`src/rtl/cdb_arbiter.sv`:
```
// cdb_arbiter: Common Data Bus arbiter.
// Each functional-unit source has a 1-entry result slot. One full slot is
// broadcast per cycle on the CDB. Speculative results are dropped when a
// branch resolves as mispredicted, and are promoted to non-speculative when
// the branch resolves as correctly predicted.
// Optional build macro: CDB_FIXED_PRIO_EN selects fixed priority (lowest
// eligible index wins) instead of round-robin arbitration.
module cdb_arbiter #(
    parameter int NUM_SRC           = 4,
    parameter int BW_PROCESSOR_DATA = 32,
    parameter int BW_TAG            = 3
) (
    input  logic                                 clk,
    input  logic                                 rst_n,
    input  logic [NUM_SRC-1:0]                   i_fu_valid,
    output logic [NUM_SRC-1:0]                   o_fu_ready,
    input  logic [NUM_SRC*BW_TAG-1:0]            i_fu_tag_flatten,
    input  logic [NUM_SRC*BW_PROCESSOR_DATA-1:0] i_fu_data_flatten,
    input  logic [NUM_SRC-1:0]                   i_fu_speculation,
    input  logic                                 i_branch_valid,
    input  logic                                 i_branch_correct_prediction,
    output logic                                 o_cdb_valid,
    output logic [BW_TAG-1:0]                    o_cdb_tag,
    output logic signed [BW_PROCESSOR_DATA-1:0]  o_cdb_wdata,
    output logic [$clog2(NUM_SRC)-1:0]           o_cdb_src
);

    localparam int SRC_W = $clog2(NUM_SRC);

    logic [NUM_SRC-1:0]           slot_full;
    logic [NUM_SRC-1:0]           slot_spec;
    logic [BW_TAG-1:0]            slot_tag  [NUM_SRC];
    logic [BW_PROCESSOR_DATA-1:0] slot_data [NUM_SRC];

    logic                         flush;
    logic                         commit;
    logic [NUM_SRC-1:0]           eligible;
    logic [NUM_SRC-1:0]           granted;
    logic [NUM_SRC-1:0]           accept;
    logic                         grant_valid;
    logic [SRC_W-1:0]             grant_idx;
    logic [SRC_W-1:0]             scan_base;

    assign flush  = i_branch_valid & ~i_branch_correct_prediction;
    assign commit = i_branch_valid &  i_branch_correct_prediction;

    // A speculative slot is invisible to arbitration in the flush cycle itself.
    assign eligible   = slot_full & ~({NUM_SRC{flush}} & slot_spec);
    assign o_fu_ready = ~slot_full | granted;
    assign accept     = i_fu_valid & o_fu_ready;

`ifdef CDB_FIXED_PRIO_EN
    // Fixed priority: scanning always starts at source 0.
    assign scan_base = '0;
`else
    logic [SRC_W-1:0] rr_ptr;

    // Round-robin pointer: next scan starts just past the last granted source.
    always_ff @(posedge clk or negedge rst_n) begin
        if (!rst_n) begin
            rr_ptr <= '0;
        end else if (grant_valid) begin
            // NOTE: sequential state uses non-blocking assignments so every
            // register samples pre-edge values regardless of block ordering.
            if (grant_idx == SRC_W'(NUM_SRC - 1)) rr_ptr <= '0;
            else                                  rr_ptr <= grant_idx + SRC_W'(1);
        end
    end

    assign scan_base = rr_ptr;
`endif

    // Grant: first eligible slot scanning scan_base, scan_base+1, ... (mod NUM_SRC).
    always_comb begin
        int idx;
        // NOTE: every combinational output gets a default first so no path
        // leaves it unassigned, which would infer a latch.
        idx         = 0;
        grant_valid = 1'b0;
        grant_idx   = '0;
        granted     = '0;
        for (int k = 0; k < NUM_SRC; k++) begin
            idx = int'(scan_base) + k;
            if (idx >= NUM_SRC) idx = idx - NUM_SRC;
            if (!grant_valid && eligible[idx]) begin
                grant_valid  = 1'b1;
                grant_idx    = SRC_W'(idx);
                granted[idx] = 1'b1;
            end
        end
    end

    // Broadcast is combinational from the granted slot; zeros when idle.
    always_comb begin
        o_cdb_valid = grant_valid;
        o_cdb_tag   = '0;
        o_cdb_wdata = '0;
        o_cdb_src   = '0;
        if (grant_valid) begin
            o_cdb_tag   = slot_tag[grant_idx];
            o_cdb_wdata = slot_data[grant_idx];
            o_cdb_src   = grant_idx;
        end
    end

    // Slot occupancy and speculation bits: accept, grant, flush and commit.
    always_ff @(posedge clk or negedge rst_n) begin
        if (!rst_n) begin
            slot_full <= '0;
            slot_spec <= '0;
        end else begin
            for (int i = 0; i < NUM_SRC; i++) begin
                if (accept[i]) begin
                    // Tag 0 or a result flushed on arrival completes the
                    // handshake but leaves the slot empty.
                    slot_full[i] <= (i_fu_tag_flatten[i*BW_TAG +: BW_TAG] != '0) &&
                                    !(flush && i_fu_speculation[i]);
                    slot_spec[i] <= i_fu_speculation[i] & ~commit;
                end else begin
                    if (granted[i] || (flush && slot_spec[i])) slot_full[i] <= 1'b0;
                    if (commit) slot_spec[i] <= 1'b0;
                end
            end
        end
    end

    // Slot payload: loaded on accept only.
    // NOTE: tag/data are not reset; they are only observed while slot_full
    // is set, and slot_full itself is reset.
    always_ff @(posedge clk) begin
        for (int i = 0; i < NUM_SRC; i++) begin
            if (accept[i]) begin
                slot_tag[i]  <= i_fu_tag_flatten[i*BW_TAG +: BW_TAG];
                slot_data[i] <= i_fu_data_flatten[i*BW_PROCESSOR_DATA +: BW_PROCESSOR_DATA];
            end
        end
    end

endmodule
```
`config.mk`:
```
export PLATFORM = sky130hd
export DESIGN_NAME = cdb_arbiter
export DESIGN_NICKNAME = d
export VERILOG_FILES = /design/src/rtl/cdb_arbiter.sv
export SDC_FILE = /design/constraint.sdc
export NUM_CORES = 1
export LEC_CHECK = 0
export CORE_MARGIN = 2
export CORE_UTILIZATION = 53
export CTS_BUF_LIST = sky130_fd_sc_hd__clkbuf_8
export DETAILED_ROUTE_END_ITERATION = 10
export PLACE_DENSITY = 0.95
export SLEW_MARGIN = 20
export SYNTH_ARGS = -nofsm -noshare
export SYNTH_HDL_FRONTEND = slang
export SYNTH_SLANG_ARGS = --single-unit
```
`constraint.sdc`:
```
create_clock -name clk -period 13.1 [get_ports clk]
set_input_delay 2.62 -clock clk [delete_from_list [all_inputs] [get_ports clk]]
set_output_delay 2.62 -clock clk [all_outputs]
set_load 0.005 [all_outputs]
```
==> results.py <==
metrics = {
    "grt": {
        "grt_pass1_wl_um": 26200,
        "antenna_found_initial": 0,
        "grt_start_max_net_pins": 41,
        "grt.overflow.total": 0,
        "grt_pass1_vias": 4915,
        "track_usage_pct": 27.6,
    },
    "cts": {
        "cts_resized": 0,
        "cts_buffers": 17,
        "clkTransAtPathRegs_ns": 0.08,
        "clock_sinks": 150,
        "holdBufCountCts": 0,
        "post_cts_buffers": 0,
        "tritoncts": "built",
        "clk_latency_ns": 0.46,
        "htree_levels": 4,
        "clock_path_buffers": 2,
        "ctsRootBufferMaster": "clkbuf_8",
    },
    "synthesis": {
        "syn-cell-area_um2": 6450,
        "synthesis.nets": 570,
        "synth_cell_type_count": 53,
        "ys.warnings.count": 0,
        "synthCells": 410,
        "syn_avg_cell_area_um2": 15.7,
        "synth-seq-cells": 150,
        "yosysSeqAreaShare_pct": 69.1,
    },
    "sta": {
        "finalSetupViolCount": 0,
        "clock_skew_ns": 0.0175,
        "fin_tns_setup_ns": 0,
        "hold_viol_final": 0,
        "tightestPinTransition_ns": 1.07,
        "min_period_over_period_pct": 73.6,
        "fmax_mhz": 104,
        "period_minus_slack_ns": 9.64,
        "whs_ns": 0.604,
        "slew_headroom_pct": 28.5,
        "finalMaxSlewViolations": 0,
        "rsz0062_at_grt": "no",
    },
    "floorplan": {
        "dieArea_um2": 13100,
        "chipWidth_um": 114,
        "start_util_pct": 53.9,
        "die_h_um": 114,
        "io_pins": 194,
        "num_rows": 40,
        "fp.coreArea_um2": 12000,
    },
    "layout": {
        "multi_input_area_um2": 1820,
        "final_cells": 764,
        "final_common_cell": "clkdlybuf4s50_1",
        "area_growth_pct": 38.2,
        "drive_gt1_share_pct": 8.59,
        "fillers": 734,
        "regArea_um2": 4450,
        "antenna_cells": 0,
        "layout_common_cells": "clkdlybuf4s50_1, edfxtp_1, mux2i_1",
        "final_nets": 764,
    },
    "critical_path": {
        "r2r_start": "rr_ptr[0]",
        "crit_required_ns": 10.48,
        "start_kind": "input port",
        "end_kind": "primary output",
        "critPathMaxFanout": 39,
        "crit_type": "input port to primary output",
        "worstPathArrival_ns": 7.02,
        "critical_path.startpoint": "i_branch_correct_prediction",
        "worstRegToRegCells": 8,
    },
    "power_and_ir_drop": {
        "leakagePower_nw": 3.29,
        "clockPowerShare_pct": 13.8,
        "sw_frac_of_total_pct": 37.8,
        "vdd_drop_max_v": 0.000237,
        "share_comb_of_total_power_pct": 57.2,
        "power_density_nw_per_um2": 315,
        "intPower_mw": 1.75,
        "power.switching_mw": 1.06,
        "seqPwrFrac_pct": 29.0,
        "p_total_mw": 2.81,
    },
    "route": {
        "first_iter_violations": 524,
        "met1Wirelength_um": 6500,
        "highest_layer": "met4",
        "drc": 0,
        "via_per_inst": 6.09,
        "wl_met3_um": 1590,
        "dr_total_vias": 4653,
        "ant_nets": 0,
        "wl_met2_um": 8990,
        "avgRoutedWirePerCell_um": 23.0,
        "first_pass_iters": 5,
        "wirelength_um": 17600,
    },
    "place": {
        "gp_congestion": 0.876,
        "hpwl_um": 12200,
        "dp_cells": 732,
        "io_buffers": 193,
    },
    "run_status": {
        "outcome": "finished, final reports clean",
    },
    "min_path": {
        "worst_hold_startpoint": "slot_spec[2]",
        "whs_path_depth": 2,
        "hp-class": "flip-flop to flip-flop",
    },
    "run": {
        "max_cap_viol_count": 0,
    },
}
## cells in the mapped netlist, drive strengths merged
library cell | instances | area, um2
edfxtp | 140 | 4200
mux2i | 44 | 440
nor2 | 35 | 131
a221o | 34 | 340
buf | 19 | 150
nand2 | 18 | 70.1
inv | 13 | 48.8
dfrtp | 10 | 250
ha | 8 | 100
nand3 | 7 | 35.0
o31ai | 6 | 50.1
a2111oi | 5 | 63.8
a21oi | 5 | 25.0
o311ai | 5 | 51.3
a211o | 4 | 35.0
a2bb2oi | 4 | 35.0
and2 | 4 | 25.0
and3b | 4 | 35.0
nand3b | 4 | 33.8
o21ai | 4 | 20.0
a221oi | 3 | 32.5
and3 | 3 | 18.8
clkbuf | 3 | 12.5
nand2b | 3 | 18.8
nor3 | 3 | 31.3
o2111ai | 3 | 32.5
o221ai | 3 | 26.3
o22ai | 3 | 25.0
a211oi | 2 | 15.0
a22oi | 2 | 15.0
nor2b | 2 | 12.5
o211ai | 2 | 15.0
a31o | 1 | 8.76
a31oi | 1 | 6.26
mux2 | 1 | 11.3
o2bb2ai | 1 | 15.0
o32ai | 1 | 8.76
## cells by family after synthesis
logic type	after synthesis	share of synthesized area [%]
buffers and inverters	35	3.28
AO/OA/AOI/OAI	89	12.7
adder cells (fa/ha/maj)	8	1.55
flip-flops	150	69.1
AND/OR/NAND/NOR	83	6.38
multiplexers	45	7.00
## per-layer routing
| layer | vias to the layer above | GRT usage [%] |
|---|---|---|
| li1 | 2037 | - |
| met1 | 2261 | 31.3 |
| met2 | 306 | 47.7 |
| met3 | 49 | 8.73 |
| met4 | 0 | 13.1 |
| met5 | - | 0 |
## per-stage QoR
step / setup WS (ns) / utilization (%) / cell area, um2
detailed placement: 3.53 / 70.9 / 8480
global placement: 3.70 / 70.7 / 8460
CTS: 3.50 / 74.5 / 8910
finish: 3.46 / 74.5 / 8910
floorplan: 5.88 / - / 6450
global route: 3.20 / 74.5 / 8910
## flip-flops by register name (all words and copies together), names as in the netlist
signal	count
slot_full	4
rr_ptr	2
slot_tag	12
slot_data	128
slot_spec	4
## power by group through the flow
| stage | Sequential (mW) | Combinational (mW) | Clock (mW) |
|---|---|---|---|
| after floorplan | 0.781 | 0.937 | 0 |
| after global placement | 0.813 | 1.55 | 0 |
| after detailed placement | 0.821 | 1.60 | 0 |
| after CTS | 0.813 | 1.61 | 0.394 |
| after global routing | 0.827 | 1.72 | 0.411 |
| final | 0.815 | 1.61 | 0.387 |
## final timing paths
check | slack [ns] | to
max | 3.46 | o_cdb_tag[0]
min | 0.60 | slot_spec[2]
max reg2reg | 9.00 | slot_data[0][12]
min reg2reg | 0.60 | slot_spec[2]
max in group asynchronous | 10.29 | rr_ptr[0]
min in group asynchronous | 2.48 | slot_spec[2]
## worst max-delay path, stage by stage
cell	delay, ns
clkdlybuf4s50_1	0.52
nand3b_2	0.39
a31o_2	0.34
o22ai_2	0.26
o21ai_1	0.13
o2bb2ai_4	0.86
inv_2	0.14
nor3_4	0.58
buf_4	0.40
a221o_1	0.23
clkdlybuf4s50_1	0.51
## layout make-up
type / instances / share of cell area (%)
multi-input combinational: 225 / 20.4
tap: 147 / 2.06
clock buffer: 17 / 2.63
inverter: 13 / 0.548
clock inverter: 15 / 2.23
sequential: 150 / 50.0
timing repair buffer: 197 / 22.2
(Power assumes the default switching activity.)
